==> src/rtl/regbank.sv <==
// rtl/regbank.sv - register bank with write-bypassed reads, per-register pending bits
// and a reset/clr-triggered sequential clear sweep
module regbank #(
  parameter int WIDTH    = 8,
  parameter int AW       = 4,
  parameter bit ZERO_REG = 1'b1
) (
  input  logic             clk,
  input  logic             reset,
  input  logic             clr,
  input  logic             we3,
  input  logic [AW-1:0]    WA3,
  input  logic [WIDTH-1:0] WD3,
  input  logic [AW-1:0]    RA1,
  input  logic [AW-1:0]    RA2,
  output logic [WIDTH-1:0] RD1,
  output logic [WIDTH-1:0] RD2,
  input  logic             mark,
  input  logic [AW-1:0]    mark_addr,
  output logic             pend1,
  output logic             pend2,
  output logic             busy
);

  localparam int DEPTH = 2 ** AW;

  typedef enum logic {IDLE, CLEAR} state_t;

  state_t           state_q, state_d;
  logic [AW-1:0]    cnt_q, cnt_d;
  logic             busy_q, busy_d;
  logic [WIDTH-1:0] mem_q [DEPTH];
  logic [WIDTH-1:0] mem_d [DEPTH];
  logic [DEPTH-1:0] pend_q, pend_d;

  logic wr_en, mark_en;
  logic zero1, zero2, hit1, hit2;

  // Writes and marks only act in IDLE and never touch the hard-wired zero register.
  always_comb begin
    wr_en   = (state_q == IDLE) && we3 && !(ZERO_REG && (WA3 == '0));
    mark_en = (state_q == IDLE) && mark && !(ZERO_REG && (mark_addr == '0));
    zero1   = ZERO_REG && (RA1 == '0);
    zero2   = ZERO_REG && (RA2 == '0);
    hit1    = wr_en && (WA3 == RA1);
    hit2    = wr_en && (WA3 == RA2);
  end

  always_comb begin
    state_d = state_q;
    cnt_d   = cnt_q;
    case (state_q)
      IDLE: begin
        if (clr) begin
          state_d = CLEAR;
          cnt_d   = '0;
        end
      end
      CLEAR: begin
        cnt_d = cnt_q + 1'b1;
        if (&cnt_q) begin
          state_d = IDLE;
        end
      end
      default: state_d = IDLE;
    endcase
    busy_d = (state_d == CLEAR);
  end

  always_ff @(posedge clk) begin
    if (reset) begin
      state_q <= CLEAR;
      cnt_q   <= '0;
      busy_q  <= 1'b1;
    end else begin
      state_q <= state_d;
      cnt_q   <= cnt_d;
      busy_q  <= busy_d;
    end
  end

  assign busy = busy_q;

  always_comb begin
    mem_d = mem_q;
    if (state_q == CLEAR) begin
      mem_d[cnt_q] = '0;
    end else if (wr_en) begin
      mem_d[WA3] = WD3;
    end
  end

  // Storage has no reset value of its own; the sweep that follows reset defines it.
  always_ff @(posedge clk) begin
    if (!reset) begin
      mem_q <= mem_d;
    end
  end

  // Mark is applied after the write-clear so it wins on an address collision.
  always_comb begin
    pend_d = pend_q;
    if (wr_en) begin
      pend_d[WA3] = 1'b0;
    end
    if (mark_en) begin
      pend_d[mark_addr] = 1'b1;
    end
  end

  always_ff @(posedge clk) begin
    if (reset) begin
      pend_q <= '0;
    end else begin
      pend_q <= pend_d;
    end
  end

  always_comb begin
    RD1   = '0;
    pend1 = 1'b0;
    if ((state_q == IDLE) && !zero1) begin
      RD1   = hit1 ? WD3 : mem_q[RA1];
      pend1 = pend_q[RA1] && !hit1;
    end
  end

  always_comb begin
    RD2   = '0;
    pend2 = 1'b0;
    if ((state_q == IDLE) && !zero2) begin
      RD2   = hit2 ? WD3 : mem_q[RA2];
      pend2 = pend_q[RA2] && !hit2;
    end
  end

endmodule

==> config.mk <==
export PLATFORM = sky130hd
export DESIGN_NAME = regbank
export DESIGN_NICKNAME = d
export VERILOG_FILES = /design/src/rtl/regbank.sv
export SDC_FILE = /design/constraint.sdc
export NUM_CORES = 1
export LEC_CHECK = 0
export CORE_ASPECT_RATIO = 1.1
export CORE_MARGIN = 3
export CORE_UTILIZATION = 50
export CTS_CLUSTER_DIAMETER = 60
export DETAILED_ROUTE_END_ITERATION = 10
export HOLD_SLACK_MARGIN = 0.05
export PLACE_DENSITY = 0.68
export SYNTH_ARGS = -nofsm -noshare
export SYNTH_HDL_FRONTEND = slang
export SYNTH_SLANG_ARGS = --single-unit
==> constraint.sdc <==
create_clock -name clk -period 3.8 [get_ports clk]
set_input_delay 0.76 -clock clk [delete_from_list [all_inputs] [get_ports clk]]
set_output_delay 0.76 -clock clk [all_outputs]
set_load 0.01 [all_outputs]
==> results.yml <==
yosys:
  ys_ff_latch: 149
  synthCells: 760
  syn_nets: 793
  synth_warnings: 0
  synthArstFlopShare_pct: 0
  synth_edf_count: 128
  ys.flop_type: "edfxtp_1"
  synth_cell_type_count: 47
  syn_avg_cell_area_um2: 12.1
  synth_area_um2: 9220
  ys_seq_area_share_pct: 46.3
finish:
  fin_util_pct: 62.8
  drive_above_1_share_pct: 26.3
  antenna_cells: 0
  layout_common_cells: "a22o_1, edfxtp_1, buf_4, mux2i_1, a21oi_1"
  areaGrowthSynthToFinish_pct: 21.8
  stdcell_count: 1102
  nNetsFinal: 885
  final.fill_count: 1408
global_routing:
  antenna_found_initial: 0
  grt_pass1_vias: 7662
  grt_remaining_overflow: 0
  grt_pass1_wl_um: 48300
  grt_max_degree: 23
  track_usage_pct: 32.3
power:
  swShare_pct: 26.3
  power.density_nw_per_um2: 397
  power.leakage_nw: 4.33
  pwr-share-comb_pct: 16.1
  totalPowerFinal_mw: 4.46
  ir_drop_uv: 321
  p_sw_mw: 1.17
  seq_power_share_pct: 45.2
  clkPwrFrac_pct: 38.7
  power.internal_mw: 3.28
timing:
  fmax_mhz: 262
  rsz0062_at_grt: "no"
  slew_violations: 0
  skew_ns: 0.0146
  slew_headroom_pct: 32.6
  setup_ws_ns: -0.0203
  period_needed_ns: 3.82
  max_slew.worst_pin.slew_ns: 1.00
  hold_viol: 0
  setup_viol: 1
  finalCritPeriodShare_pct: 101
detailed_routing:
  drtIter0Drc: 1059
  antenna_left: 0
  via_per_inst: 7.08
  drtPass1Iterations: 7
  totalWireLength_um: 32200
  drt-wirelength-per-cell_um: 29.2
  vias: 7800
  drc_errors: 0
clock_network:
  path_clk_slew_ns: 0.06
  clock_sinks: 149
  cts_max_level: 4
  cts_tree: "built"
  cts_buffer_depth: 2
  cts_made_buffers: 17
  insertion_delay_ns: 0.43
  root_buffer: "clkbuf_16"
critical_path:
  worstPathArrival_ns: 3.06
  path_max_fanout: 8
  end_kind: "output port"
  path_class: "in2out"
  crit_required_ns: 3.04
  crit_path_start_kind: "input port"
place:
  dp_hpwl_um: 24100
  numPortBuffers: 47
  gp_congestion: 1.08
  dp.cells: 1069
flow_run:
  drv_cap: 0
worst_hold_path:
  min_path_type: "reg2reg"
floorplan:
  core_um2: 17900
  initial_core_util_pct: 51.6
  die_h_um: 148
  die_x_um: 135
  fp-row-count: 51
  io_pins: 48
  die_area_um2: 20100
run_status:
  status: "finished, violations left"
  violations: "setup timing"
registers in the layout, indices dropped and copies added (netlist names):
name and flops:
busy 1, mem_q 128, cnt_q 4, pend_q 16
cells in the mapped netlist (all sizes together) (2+ instances only):
cell     count  area (µm²)
nand2       26        97.6
a22o       128        1120
o31ai       18         135
o21a         2        15.0
clkbuf      30         113
mux4        40         901
nand2b       8        50.1
or3b         6        52.6
buf         43         273
mux2         2        22.5
o21ai       33         188
and2         3        18.8
inv          6        22.5
nor4         2        27.5
a21oi       49         275
xnor2        8        70.1
or3          2        12.5
nor3        10        55.1
nand3        7        35.0
edfxtp     128        3840
mux2i       65         651
or2          2        12.5
nor2b       19         119
o22ai       32         200
a2bb2oi     14         123
ha           4        50.1
dfxtp       21         420
nand4        3        18.8
nand3b       5        37.5
nor2        20        75.1
o32ai        2        17.5
a211oi      16         120
nor3b        3        22.5
worst paths after layout:
path | slack (ns) | end | startpoint | cells past startpoint
max | -0.02 | RD2[7] | RA2[3] | 8
max reg2reg | 1.42 | mem_q[63]$_DFFE_PP_ | busy$_SDFF_PP1_ | 5
min reg2reg | 0.49 | pend_q[0]$_SDFF_PP0_ | pend_q[0]$_SDFF_PP0_ | 1
min | 0.49 | pend_q[0]$_SDFF_PP0_ | pend_q[0]$_SDFF_PP0_ | 1
stage by stage:
stage          TNS [ns]  hold slack [ns]  worst slack, ns  instance area, µm²
3_5_place_dp      -1.65            0.483           -0.149               10400
4_1_cts         -0.0271            0.495          -0.0137               11100
6_report        -0.0203            0.492          -0.0203               11200
2_1_floorplan         0            0.451            0.927                9220
5_1_grt               0            0.521          0.00570               11200
3_3_place_gp      -1.35            0.474           -0.173               10400
layer usage:
| metal | routed length, µm | share of wire [%] | vias up | global-route usage, % |
|---|---|---|---|---|
| li1 | - | - | 3293 | - |
| met1 | 12500 | 39 | 3869 | 43.0 |
| met2 | 15100 | 47 | 529 | 51.1 |
| met3 | 2900 | 9.0 | 109 | 5.82 |
| met4 | 1650 | 5.1 | 0 | 16.1 |
| met5 | 0 | 0 | - | 0 |
cell type report:
cell class	count	area, µm²	area share (%)
clock buffers	17	425	3.79
clock inverters	14	159	1.42
inverters	6	22.5	0.201
multi-input cells	532	4750	42.3
flip-flops and latches	149	4260	38.0
well taps	238	298	2.65
repair buffers	146	1310	11.7
power groups by stage:
stage / Combinational, mW / Sequential (mW) / Clock, mW
global placement: 0.650 / 2.03 / 0
floorplan: 0.405 / 1.99 / 0
CTS: 0.689 / 2.01 / 1.73
global route: 0.747 / 2.02 / 1.80
detailed placement: 0.661 / 2.04 / 0
finish: 0.717 / 2.02 / 1.72
critical path, stage by stage:
cell and delay (ns):
clkdlybuf4s50_1 0.49, buf_4 0.21, or3_1 0.35, buf_4 0.19, o22ai_1 0.21, a211oi_2 0.07
a21oi_1 0.20, clkdlybuf4s50_1 0.57
repair_timing:
action,CTS,global route
cloned,0,0
gates resized for setup,41,20
hold buffers,0,0
pin swaps,0,2
setup buffers,0,2
setup endpoints to repair,17,12
kinds of logic (layout without fill, tap and decap cells):
| kind of cell | count (synthesis) | in the layout | share of synthesized area, % |
|---|---|---|---|
| AO/OA/AOI/OAI | 297 | 297 | 24.1 |
| flip-flops | 149 | 149 | 46.3 |
| AND/OR/NAND/NOR | 116 | 116 | 6.88 |
| multiplexers | 107 | 107 | 17.1 |
| buffers and inverters | 79 | 183 | 4.42 |
| XOR/XNOR | 8 | 8 | 0.760 |
| adder cells (fa/ha/maj) | 4 | 4 | 0.543 |
No activity file was read; power rests on OpenSTA's default activity.
